`src/rtl/qqspi_arb_pkg.sv`:
```
// qqspi_arbiter shared types: FSM states, address split and port ids.
// Optional read buffer is enabled by defining QQSPI_ARB_RDBUF_EN.
package qqspi_arb_pkg;

  typedef enum logic [1:0] {
    S_IDLE,
    S_REQ,
    S_ACK,
    S_DRAIN
  } arb_state_t;

  localparam int ADDR_W     = 25;
  localparam int CHIP_IDX_W = 2;
  localparam int WADDR_W    = ADDR_W - CHIP_IDX_W;

  localparam logic PORT_M0 = 1'b0;
  localparam logic PORT_M1 = 1'b1;

endpackage

```
`src/rtl/qqspi_rr_arb2.sv`:
```
// Two-request round-robin picker; owns the last_grant register.
// Grant is combinational; last_grant follows grant[1] when take is high.
module qqspi_rr_arb2 (
  input  logic       clk,
  input  logic       rst,
  input  logic [1:0] req,
  input  logic       take,
  output logic [1:0] grant,
  output logic       last_grant
);

  always_comb begin
    grant = 2'b00;
    unique case (req)
      2'b11:   grant = last_grant ? 2'b01 : 2'b10;
      2'b01:   grant = 2'b01;
      2'b10:   grant = 2'b10;
      default: grant = 2'b00;
    endcase
  end

  always_ff @(posedge clk or posedge rst) begin
    if (rst)
      last_grant <= 1'b1;
    else if (take)
      last_grant <= grant[1];
  end

endmodule

```
`src/rtl/qqspi_arbiter.sv`:
```
// Two-port round-robin front end for one qqspi controller.
// Define QQSPI_ARB_RDBUF_EN for a one-entry tagged read buffer.
module qqspi_arbiter
  import qqspi_arb_pkg::*;
#(
  parameter int                      CHIP_SELECTS = 3,
  parameter logic [CHIP_SELECTS-1:0] PSRAM_MASK   = 3'b001,
  parameter logic [CHIP_SELECTS-1:0] QUAD_MASK    = 3'b000
) (
  input  logic                    clk,
  input  logic                    rst,
  input  logic                    m0_valid,
  input  logic [ADDR_W-1:0]       m0_addr,
  input  logic [31:0]             m0_wdata,
  input  logic [3:0]              m0_wstrb,
  output logic                    m0_ready,
  output logic [31:0]             m0_rdata,
  input  logic                    m1_valid,
  input  logic [ADDR_W-1:0]       m1_addr,
  input  logic [31:0]             m1_wdata,
  input  logic [3:0]              m1_wstrb,
  output logic                    m1_ready,
  output logic [31:0]             m1_rdata,
  output logic                    mem_valid,
  output logic [WADDR_W-1:0]      mem_addr,
  output logic [31:0]             mem_wdata,
  output logic [3:0]              mem_wstrb,
  output logic [CHIP_SELECTS-1:0] mem_ce_ctrl,
  output logic                    mem_psram_spiflash,
  output logic                    mem_quad_mode,
  input  logic                    mem_ready,
  input  logic [31:0]             mem_rdata
);

  arb_state_t state, state_nx;

  logic [1:0]            req, grant;
  logic                  take, last_grant;
  logic                  port, direct;
  logic [ADDR_W-1:0]     w_addr;
  logic [31:0]           w_wdata;
  logic [3:0]            w_wstrb;
  logic [CHIP_IDX_W-1:0] w_idx;
  logic                  w_in_range, hit;

  assign req  = {m1_valid, m0_valid};
  assign take = (state == S_IDLE) && (|req);

  qqspi_rr_arb2 u_rr (
    .clk        (clk),
    .rst        (rst),
    .req        (req),
    .take       (take),
    .grant      (grant),
    .last_grant (last_grant)
  );

  assign w_addr  = grant[1] ? m1_addr  : m0_addr;
  assign w_wdata = grant[1] ? m1_wdata : m0_wdata;
  assign w_wstrb = grant[1] ? m1_wstrb : m0_wstrb;
  assign w_idx   = w_addr[ADDR_W-1 -: CHIP_IDX_W];

  assign w_in_range =
    {30'd0, w_idx} < 32'(CHIP_SELECTS);

`ifdef QQSPI_ARB_RDBUF_EN
  logic              buf_valid;
  logic [ADDR_W-1:0] buf_tag, cur_tag;
  logic [31:0]       buf_data;

  assign hit = buf_valid && (buf_tag == w_addr)
             && (w_wstrb == 4'd0);

  always_ff @(posedge clk or posedge rst) begin
    if (rst) begin
      buf_valid <= 1'b0;
      buf_tag   <= '0;
      cur_tag   <= '0;
      buf_data  <= '0;
    end else if (take && w_in_range && !hit) begin
      cur_tag <= w_addr;
      if (w_wstrb != 4'd0 && buf_tag == w_addr)
        buf_valid <= 1'b0;
    end else if (state == S_REQ && mem_ready
                 && mem_wstrb == 4'd0) begin
      buf_valid <= 1'b1;
      buf_tag   <= cur_tag;
      buf_data  <= mem_rdata;
    end
  end
`else
  assign hit = 1'b0;
`endif

  always_comb begin
    state_nx = state;
    unique case (state)
      S_IDLE:
        if (|req)
          state_nx = (w_in_range && !hit) ? S_REQ : S_ACK;
      S_REQ:
        if (mem_ready) state_nx = S_ACK;
      S_ACK:
        state_nx = direct ? S_IDLE : S_DRAIN;
      S_DRAIN:
        if (!mem_ready) state_nx = S_IDLE;
      default:
        state_nx = S_IDLE;
    endcase
  end

  always_ff @(posedge clk or posedge rst) begin
    if (rst) state <= S_IDLE;
    else     state <= state_nx;
  end

  // Hit and out-of-range grants bypass qqspi and ack straight from IDLE.
  always_ff @(posedge clk or posedge rst) begin
    if (rst) begin
      port               <= PORT_M0;
      direct             <= 1'b0;
      mem_valid          <= 1'b0;
      mem_addr           <= '0;
      mem_wdata          <= '0;
      mem_wstrb          <= '0;
      mem_ce_ctrl        <= '0;
      mem_psram_spiflash <= 1'b0;
      mem_quad_mode      <= 1'b0;
      m0_rdata           <= '0;
      m1_rdata           <= '0;
    end else if (take) begin
      port <= grant[1];
      if (w_in_range && !hit) begin
        direct             <= 1'b0;
        mem_valid          <= 1'b1;
        mem_addr           <= w_addr[WADDR_W-1:0];
        mem_wdata          <= w_wdata;
        mem_wstrb          <= w_wstrb;
        mem_ce_ctrl        <= CHIP_SELECTS'(1) << w_idx;
        mem_psram_spiflash <= PSRAM_MASK[w_idx];
        mem_quad_mode      <= QUAD_MASK[w_idx];
      end else begin
        direct <= 1'b1;
`ifdef QQSPI_ARB_RDBUF_EN
        if (grant[1]) m1_rdata <= hit ? buf_data : '0;
        else          m0_rdata <= hit ? buf_data : '0;
`else
        if (grant[1]) m1_rdata <= '0;
        else          m0_rdata <= '0;
`endif
      end
    end else if (state == S_REQ && mem_ready) begin
      mem_valid <= 1'b0;
      if (port == PORT_M1) m1_rdata <= mem_rdata;
      else                 m0_rdata <= mem_rdata;
    end
  end

  assign m0_ready = (state == S_ACK) && (port == PORT_M0);
  assign m1_ready = (state == S_ACK) && (port == PORT_M1);

endmodule

```
`config.mk`:
```
export PLATFORM = sky130hd
export DESIGN_NAME = qqspi_arbiter
export DESIGN_NICKNAME = d
export VERILOG_FILES = /design/src/rtl/qqspi_arb_pkg.sv /design/src/rtl/qqspi_rr_arb2.sv /design/src/rtl/qqspi_arbiter.sv
export SDC_FILE = /design/constraint.sdc
export NUM_CORES = 1
export LEC_CHECK = 0
export ABC_AREA = 1
export CAP_MARGIN = 20
export CORE_UTILIZATION = 45
export DETAILED_ROUTE_END_ITERATION = 10
export DONT_BUFFER_PORTS = 1
export HOLD_SLACK_MARGIN = 0.15
export SLEW_MARGIN = 40
export SYNTH_ARGS = -nofsm -noshare
export SYNTH_HDL_FRONTEND = slang
export SYNTH_SLANG_ARGS = --single-unit
```
`constraint.sdc`:
```
create_clock -name clk -period 4 [get_ports clk]
set_input_delay 0.8 -clock clk [delete_from_list [all_inputs] [get_ports clk]]
set_output_delay 0.8 -clock clk [all_outputs]
set_load 0.01 [all_outputs]
```
==> results of run 1 <==
[per-stage QoR]
step	instance area, um2	hold WS [ps]	util (%)	cells	power [mW]
floorplan	6220	454	-	850	3.82
global placement	6240	482	46.8	984	4.15
detailed placement	6250	494	46.8	984	4.25
CTS	6810	424	51.0	1016	5.74
global route	6830	224	51.2	1017	6.10
finish	6830	223	51.2	1017	5.68
[layout make-up]
class | count | area [um2]
fill | 1323 | 6520
sequential | 132 | 3300
multi-input combinational | 624 | 2480
clock buffer | 21 | 450
tap | 176 | 220
inverter | 45 | 175
clock inverter | 11 | 110
timing repair buffer | 8 | 85.1
[power by group through the flow]
stage                     clock network, mW  registers (mW)  logic [mW]
after global routing                   1.57            2.73        1.80
after CTS                              1.51            2.67        1.56
final                                  1.48            2.66        1.54
after floorplan                           0            2.50        1.32
after global placement                    0            2.68        1.48
after detailed placement                  0            2.68        1.56
[critical path, stage by stage (launching register included)]
cell and delay, ps:
dfrtp_1 410, nor2_2 200, inv_2 70, nor2_4 130
buf_4 380, o21ai_4 230, inv_2 510, nand2_2 530
nand2_1 180, nand2_1 70
[placed cells by master (no fill, tap or decap)]
cell	instances
bufinv_16	2
clkbuf_8	1
o21ai_0	3
conb_1	1
o21bai_1	1
nor2_2	1
inv_4	1
a21oi_1	2
o21ai_4	1
nand2_1	498
nand2_2	5
clkbuf_16	17
nand3_1	72
clkinvlp_4	3
o21a_1	1
buf_12	2
nor2_4	1
inv_1	40
clkbuf_1	3
nor3_1	1
buf_4	6
a31oi_1	1
dfrtp_1	131
dfstp_2	1
clkinv_2	7
nor2_1	36
inv_2	3
[sequential cells by signal (all words and copies together) (netlist names)]
| register | flops |
|---|---|
| mem_wdata | 32 |
| m1_rdata | 32 |
| mem_wstrb | 4 |
| mem_addr | 23 |
| m0_rdata | 32 |
| u_rr.last_grant | 1 |
| port | 1 |
| mem_valid | 1 |
| mem_ce_ctrl | 3 |
| state | 2 |
| direct | 1 |
[worst max path at each step]
stage	from	end	slack [ps]	cells after the start
floorplan	rst	direct$_DFFE_PP0P_	1560	1
global placement	m1_valid	m1_rdata[17]$_DFFE_PP0P_	860	7
detailed placement	m1_valid	m0_rdata[0]$_DFFE_PP0P_	710	8
CTS	state[1]$_DFFE_PP0P_	m0_rdata[9]$_DFFE_PP0P_	1120	9
global route	state[1]$_DFFE_PP0P_	m0_rdata[24]$_DFFE_PP0P_	910	9
finish	state[1]$_DFFE_PP0P_	m0_rdata[9]$_DFFE_PP0P_	1160	9
[cells by family after synthesis]
family	after synthesis	synth area share [%]
AND/OR/NAND/NOR	614	38.8
flip-flops	132	53.1
buffers and inverters	94	7.02
AO/OA/AOI/OAI	9	1.01
other	1	0.0603
[per-layer routing]
layer	vias to the layer above	GRT usage, %	wire [um]	share of wire (%)
met4	0	10.7	478	3.0
met2	227	38.0	7710	49
li1	2528	-	-	-
met1	2468	26.2	6200	39
met3	36	8.94	1510	9.5
met5	-	0	0	0
==> run_results.csv, run 1 <==
group,metric,value,unit
clock_tree,cts-resized-gates,0,
timing,clock_skew,6.74,ps
worst_setup_path,worst_setup_path_start_kind,"flop",
worst_setup_path,end_kind,"flop",
worst_setup_path,cp.arrival,3140,ps
yosys,synth_area_leaders,"dfrtp_1, nand2_1, nand3_1",
yosys,synth.avg_cell_area,7.32,um2
yosys,synth_warnings,0,
drt,first_pass_iters,5,
drt,antenna_left,0,
yosys,synthArstFlopShare,100,%
grt,grt_pass1_wl,25800,um
power,swShare,41.7,%
worst_setup_path,worstRegToRegCells,9,
drt,post_drt_via_cell_ratio,5.17,
floorplanning,die_area,14300,um2
clock_tree,clk_latency,410,ps
clock_tree,postCtsSetupBuffers,0,
yosys,yosysUniqueCellTypes,22,
floorplanning,std_cell_rows,42,
drt,vias,5259,
timing,worst_slew_pin_slew,647,ps
yosys,synth.cell_area,6220,um2
final_layout,finalNetCount,987,
clock_tree,cts_sinks,132,
timing,hold_viol,0,
power,p_clk_share,26.0,%
place,routabilityCongestion,0.819,
final_layout,drive_above_1_share,6.06,%
power,power_leakage,3.94,nW
final_layout,antennaDiodeCount,0,
floorplanning,ios,290,
clock_tree,cts-htree-levels,4,
yosys,synth_edf_count,0,
run,maxCapViolCount,0,
grt,grt_remaining_overflow,0,
power,p_sw,2.37,mW
worst_setup_path,r2r_end,"m0_rdata[9]$_DFFE_PP0P_",
drt,drc_errors,0,
worst_setup_path,path_class,"flop to flop",
drt,drtIter0Drc,317,
place,portBuffers,0,
worst_setup_path,path_max_fanout,34,
grt,antenna_found_initial,0,
worst_setup_path,r2r_slack,1160,ps
place,dp_hpwl,11000,um
power,power_frac_seq,46.9,%
timing,rsz0062_at_grt,"no",
yosys,synthesis.instances,850,
drt,wl_per_cell,15.6,um
grt,grt_max_degree,96,
power,p_int,3.31,mW
yosys,synth.net_count,1009,
timing,setup_viol,0,
worst_setup_path,required,4300,ps
power,max-vdd-ir-drop,0.000316,V
clock_tree,cts_tree,"done",
yosys,synthTopCellsByCount,"nand2_1, dfrtp_1, nand3_1, inv_1, nor2_1",
yosys,synth_top_area_share,52.7,%
yosys,synth_top_area_cell,"dfrtp_1",
timing,maxSlewViolCount,0,
final_layout,area_delta_synth_final,9.84,%
floorplanning,fp.coreArea,13300,um2
yosys,yosys_register_bits,132,
timing,min_period,2840,ps
yosys,ys_seq_area_share,53.1,%
place,dp_slack,712,ps
timing,maxSlewHeadroom,56.9,%
yosys,synth.most_common_cell,"nand2_1",
floorplanning,initial_utilization,46.6,%
clock_tree,cts_max_path_buffers,2,
hold_path,min_path_type,"input pin to async pin",
timing,period_share,71.0,%
timing,fmax,352,MHz
floorplanning,die_x,120,um
run_status,status,"finished, final reports clean",
timing,fin_ws,1160,ps
clock_tree,cts_inserted_buffers,17,
grt,grt.total_usage,23.0,%
power,p_per_area,831,nW/um2
power,pwr-share-comb,27.1,%
floorplanning,die_h,120,um
drt,totalWireLength,15900,um
clock_tree,clk_pin_slew,60,ps
clock_tree,cts_root_buf,"clkbuf_16",
clock_tree,hold_buffers,0,
yosys,ys.flop_type,"dfrtp_1",
grt,grt_pass1_vias,5192,
worst_setup_path,reg2reg_from,"state[1]$_DFFE_PP0P_",
timing,fin_tns_setup,0,ps
No activity file was read; power rests on OpenSTA's default activity.
==> run 2, diff against run 1 <==
ABC_AREA = 0   (was 1)
clock period = 2.9 ns   (was 4 ns; I/O delays follow)
==> run_results.csv, run 2 <==
group,metric,value,unit
drt,topRoutingLayerUsed,"met4",
place,routabilityCongestion,0.811,
grt,grt_remaining_overflow,0,
final_layout,mostFrequentLayoutCells,"dfrtp_1, a21oi_1, o211ai_1, nand2_1, mux2i_1",
worst_setup_path,worst_setup_path_start_kind,"flop",
drt,antenna_left,0,
worst_setup_path,r2r_slack,670,ps
drt,post_drt_via_cell_ratio,6.49,
floorplanning,die_h,124,um
clock_tree,postCtsSetupBuffers,0,
drt,dr_wl_met2,8970,um
drt,vias,5433,
run,maxCapViolCount,0,
grt,antenna_found_initial,0,
yosys,synth.cell_area,6700,um2
place,dp_slack,662,ps
yosys,synth.net_count,845,
yosys,yosys_register_bits,132,
timing,worst_slew_pin_slew,805,ps
yosys,synth_area_leaders,"dfrtp_1, o211ai_1, mux2i_1",
clock_tree,hold_buffers,0,
yosys,synth.most_common_cell,"dfrtp_1",
run_status,status,"finished, final reports clean",
yosys,synthMuxAreaShare,9.19,%
timing,fin_ws,672,ps
yosys,synth_top_area_cell,"dfrtp_1",
drt,totalWireLength,18300,um
grt,grt_pass1_wl,27400,um
timing,maxSlewHeadroom,46.3,%
final_layout,fillCellCount,1329,
timing,rsz0062_at_grt,"no",
hold_path,min_path_type,"input pin to async pin",
grt,grt_max_degree,133,
floorplanning,std_cell_rows,44,
yosys,synthAdderAreaFrac,0,%
yosys,synthesis.instances,686,
clock_tree,cts-resized-gates,0,
final_layout,finalNetCount,799,
power,p_per_area,1280,nW/um2
worst_setup_path,path_max_fanout,59,
clock_tree,cts_inserted_buffers,17,
worst_setup_path,r2r_end,"mem_addr[18]$_DFFE_PP0P_",
yosys,yosys.area_share.xor_xnor,0,%
drt,drtIter0Drc,523,
drt,wl_met3,1540,um
power,power_leakage,2.92,nW
place,dp_hpwl,11800,um
final_layout,area_delta_synth_final,11.2,%
timing,fmax,449,MHz
yosys,synthArstFlopShare,100,%
drt,wl_per_cell,21.9,um
timing,maxSlewViolCount,0,
timing,fin_tns_setup,0,ps
floorplanning,ios,290,
final_layout,drive_above_1_share,9.80,%
worst_setup_path,cp_slowest_cell,"dfrtp_1",
yosys,synth_top_area_share,48.9,%
yosys,synth_top_family_by_area,"compound AO/OA/AOI/OAI gates",
worst_setup_path,path_class,"flop to flop",
clock_tree,cts-htree-levels,4,
timing,min_period,2230,ps
worst_setup_path,end_kind,"flop",
worst_setup_path,critical_path_buf_inv_count,1,
drt,drc_errors,0,
worst_setup_path,worstRegToRegCells,5,
worst_setup_path,crit_chain,"nor2_1, o21a_2, and2_2, buf_12, a21oi_1",
timing,setup_viol,0,
yosys,synth_edf_count,0,
yosys,ys.flop_type,"dfrtp_1",
floorplanning,initial_utilization,46.1,%
worst_setup_path,cp.arrival,2510,ps
drt,first_pass_iters,4,
clock_tree,clk_latency,420,ps
yosys,synth.avg_cell_area,9.76,um2
timing,clock_skew,5.87,ps
final_layout,utilization,51.2,%
worst_setup_path,required,3180,ps
power,max-vdd-ir-drop,0.000534,V
floorplanning,die_x,124,um
yosys,synthTopCellsByCount,"dfrtp_1, a21oi_1, o211ai_1, nand2_1, mux2i_1",
grt,grt.total_usage,23.3,%
yosys,yosys.area_share.simple,10.5,%
yosys,synth_warnings,0,
yosys,synth_compound_area_share,25.5,%
clock_tree,clk_pin_slew,60,ps
worst_setup_path,reg2reg_from,"state[1]$_DFFE_PP0P_",
grt,grt_pass1_vias,5071,
yosys,ys_seq_area_share,49.3,%
clock_tree,cts_tree,"done",
final_layout,final_common_cell,"dfrtp_1",
final_layout,reg.largest.list,"m0_rdata: 32 flops, m1_rdata: 32 flops, mem_wdata: 32 flops",
floorplanning,fp.coreArea,14500,um2
drt,route.layer.met1.wl,7320,um
floorplanning,die_area,15400,um2
final_layout,antennaDiodeCount,0,
worst_setup_path,crit_family,"simple AND/OR/NAND/NOR gates",
place,portBuffers,0,
clock_tree,cts_root_buf,"clkbuf_16",
clock_tree,cts_max_path_buffers,2,
power,power,9.57,mW
worst_setup_path,max_stage_delay,460,ps
clock_tree,cts_sinks,132,
timing,period_share,76.8,%
yosys,yosysUniqueCellTypes,35,
timing,hold_viol,0,
==> run 2: cell count changes after synthesis, moves of 6 or more <==
cell      change
inv_1        -39
nor2_1       -29
a21oi_4      +10
clkbuf_1     +33
o211ai_1     +96
nand4_1      +32
nand2_1     -428
a21oi_1     +111
o21ai_0      +31
nand3_1      -40
buf_2         +6
mux2i_1      +60
==> run 2: through the flow <==
step                hold slack (ps)  area (um2)  instances
floorplan                       467        6700        686
global placement                481        6840        805
detailed placement              501        6840        805
CTS                             278        7450        837
global route                    297        7450        837
finish                          175        7450        837
==> run 2: per-layer routing <==
metal,vias to the layer above,GRT usage (%)
met1,2677,30.2
met5,-,0
met2,273,36.5
met4,0,10.7
met3,39,6.18
li1,2444,-
==> run 2: final cells by class <==
cell class / instances / area [um2] / share of cell area, %
flip-flops and latches: 132 / 3300 / 44.4
multi-input cells: 474 / 3100 / 41.6
clock buffers: 24 / 482 / 6.47
well taps: 184 / 230 / 3.09
repair buffers: 13 / 198 / 2.65
clock inverters: 8 / 124 / 1.66
inverters: 2 / 11.3 / 0.151
==> run 2: worst reg2reg max path, stage by stage, from the launching register on <==
cell and delay (ps):
dfrtp_1 460, nor2_1 460, o21a_2 460, and2_2 240, buf_12 290, a21oi_1 180
==> run 2: worst max path at each step <==
stage | from | to | slack [ps] | cells past startpoint
floorplan | rst | direct$_DFFE_PP0P_ | 680 | 1
global placement | m0_valid | m0_rdata[31]$_DFFE_PP0P_ | 760 | 5
detailed placement | state[1]$_DFFE_PP0P_ | mem_wdata[0]$_DFFE_PP0P_ | 660 | 5
CTS | state[1]$_DFFE_PP0P_ | mem_addr[15]$_DFFE_PP0P_ | 670 | 5
global route | state[1]$_DFFE_PP0P_ | mem_addr[15]$_DFFE_PP0P_ | 550 | 5
finish | state[1]$_DFFE_PP0P_ | mem_addr[18]$_DFFE_PP0P_ | 670 | 5
==> run 2: kinds of logic after synthesis <==
group,after synthesis
buffers and inverters,80
AO/OA/AOI/OAI,263
flip-flops,132
other,1
AND/OR/NAND/NOR,149
multiplexers,61
==> run 2: power by group <==
group          internal (mW)  switching (mW)  leakage (nW)  total, mW
combinational           1.22            2.01          1.22       3.23
sequential              2.79            1.33          1.42       4.12
clock                   1.42           0.799         0.290       2.22
==> run 3, diff against run 2 <==
clock period = 2.2 ns   (was 2.9 ns; I/O delays follow)
==> run_results.csv, run 3 (same netlist as run 2, synthesis figures left out) <==
group,metric,value,unit
worst_setup_path,max_stage_delay,630,ps
timing,maxSlewViolCount,0,
worst_setup_path,required,2510,ps
clock_tree,cts_root_buf,"clkbuf_16",
final_layout,reg.largest.list,"m0_rdata: 32 flops, m1_rdata: 32 flops, mem_wdata: 32 flops",
power,max-vdd-ir-drop,0.000675,V
floorplanning,fp.coreArea,14500,um2
hold_path,min_path_type,"input pin to flop",
final_layout,fillCellCount,1339,
worst_setup_path,worst_setup_path_start_kind,"flop",
timing,setup_viol,0,
clock_tree,cts-htree-levels,4,
final_layout,regArea,3300,um2
worst_setup_path,crit_chain,"a21boi_4, mux2_4, and2_2, buf_12, a21oi_1",
grt,grt.total_usage,23.8,%
final_layout,mostFrequentLayoutCells,"dfrtp_1, a21oi_1, o211ai_1, nand2_1, mux2i_1",
grt,grt_max_degree,98,
drt,wl_per_cell,22.3,um
final_layout,final_common_cell,"dfrtp_1",
clock_tree,cts_sinks,132,
final_layout,area_delta_synth_final,11.1,%
clock_tree,postCtsSetupBuffers,0,
place,routabilityCongestion,0.823,
floorplanning,initial_utilization,46.1,%
run_status,status,"finished, final reports clean",
timing,maxSlewHeadroom,52.7,%
power,p_per_area,1670,nW/um2
clock_tree,cts_tree,"done",
grt,grt_pass1_vias,5070,
clock_tree,cts_max_path_buffers,2,
floorplanning,die_h,124,um
final_layout,drive_above_1_share,9.95,%
timing,fmax,528,MHz
worst_setup_path,end_kind,"flop",
drt,drtIter0Drc,480,
floorplanning,ios,290,
floorplanning,std_cell_rows,44,
drt,totalWireLength,18600,um
grt,antenna_found_initial,0,
worst_setup_path,path_max_fanout,59,
final_layout,utilization,51.2,%
timing,clock_skew,5.54,ps
worst_setup_path,cp_slowest_cell,"dfstp_2",
clock_tree,clk_pin_slew,50,ps
run,maxCapViolCount,0,
timing,fin_tns_setup,0,ps
timing,worst_slew_pin_slew,703,ps
place,dp_hpwl,12000,um
floorplanning,die_x,124,um
worst_setup_path,critical_path_buf_inv_count,1,
place,portBuffers,0,
floorplanning,die_area,15400,um2
clock_tree,cts_inserted_buffers,17,
timing,min_period,1890,ps
worst_setup_path,path_class,"flop to flop",
grt,grt_remaining_overflow,0,
power,power_leakage,2.93,nW
timing,rsz0062_at_grt,"no",
final_layout,finalNetCount,803,
timing,hold_viol,0,
drt,first_pass_iters,5,
final_layout,antennaDiodeCount,0,
clock_tree,clk_latency,400,ps
grt,grt_pass1_wl,27900,um
drt,drc_errors,0,
drt,post_drt_via_cell_ratio,6.41,
drt,antenna_left,0,
timing,period_share,86.1,%
worst_setup_path,cp.arrival,2210,ps
final_layout,multiInputGateArea,3100,um2
drt,vias,5368,
worst_setup_path,crit_family,"flip-flops",
[run 3: worst paths after layout]
kind / from / end / slack [ps] / cells past startpoint
max: u_rr.last_grant$_DFFE_PP1P_ / mem_addr[14]$_DFFE_PP0P_ / 310 / 5
min: m1_valid / u_rr.last_grant$_DFFE_PP1P_ / 190 / 2
max reg2reg: u_rr.last_grant$_DFFE_PP1P_ / mem_addr[14]$_DFFE_PP0P_ / 310 / 5
min reg2reg: direct$_DFFE_PP0P_ / direct$_DFFE_PP0P_ / 520 / 1
max in group asynchronous: rst / mem_wdata[31]$_DFFE_PP0P_ / 1120 / 3
min in group asynchronous: rst / m1_rdata[16]$_DFFE_PP0P_ / 690 / 3
[run 3: repair_timing]
action,in CTS,in global routing
hold endpoints to repair,131,0
hold buffers,1,0
resized for setup,0,0
[run 3: power breakdown]
| part | switching (mW) | internal [mW] |
|---|---|---|
| Sequential | 1.76 | 3.67 |
| Clock | 0.981 | 1.64 |
| Combinational | 2.70 | 1.68 |
| Total | 5.44 | 7.00 |
[run 3: cell type report]
| cell class | count | area share, % |
|---|---|---|
| Inverter | 2 | 0.151 |
| Clock inverter | 5 | 0.706 |
| Tap cell | 184 | 3.09 |
| Timing Repair Buffer | 17 | 3.43 |
| Multi-Input combinational cell | 474 | 41.7 |
| Clock buffer | 23 | 6.56 |
| Sequential cell | 132 | 44.4 |
[run 3: metal layers]
metal  vias up  global-route usage, %  wire length (um)  part of all wire, %
met5         -                      0                 0                    0
met4         0                   8.63               406                  2.2
li1       2443                      -                 -                    -
met1      2657                   30.6              7530                   40
met2       240                   38.6              9370                   50
met3        28                   6.36              1330                  7.1
[run 3: worst reg2reg max path: stages, from the launching register on]
cell	delay (ps)
dfstp_2	630
a21boi_4	100
mux2_4	400
and2_2	240
buf_12	200
a21oi_1	240
[run 3: through the flow]
stage          instances  hold WS (ps)  cell area (um2)  worst slack (ps)  total power, mW
3_3_place_gp         808           496             6890               402             9.59
4_1_cts              837           176             7440               303             12.5
6_report             837           194             7440               306             12.4
5_1_grt              837           181             7440               239             13.3
2_1_floorplan        686           467             6700               124             8.45
3_5_place_dp         808           505             6890               327             9.87
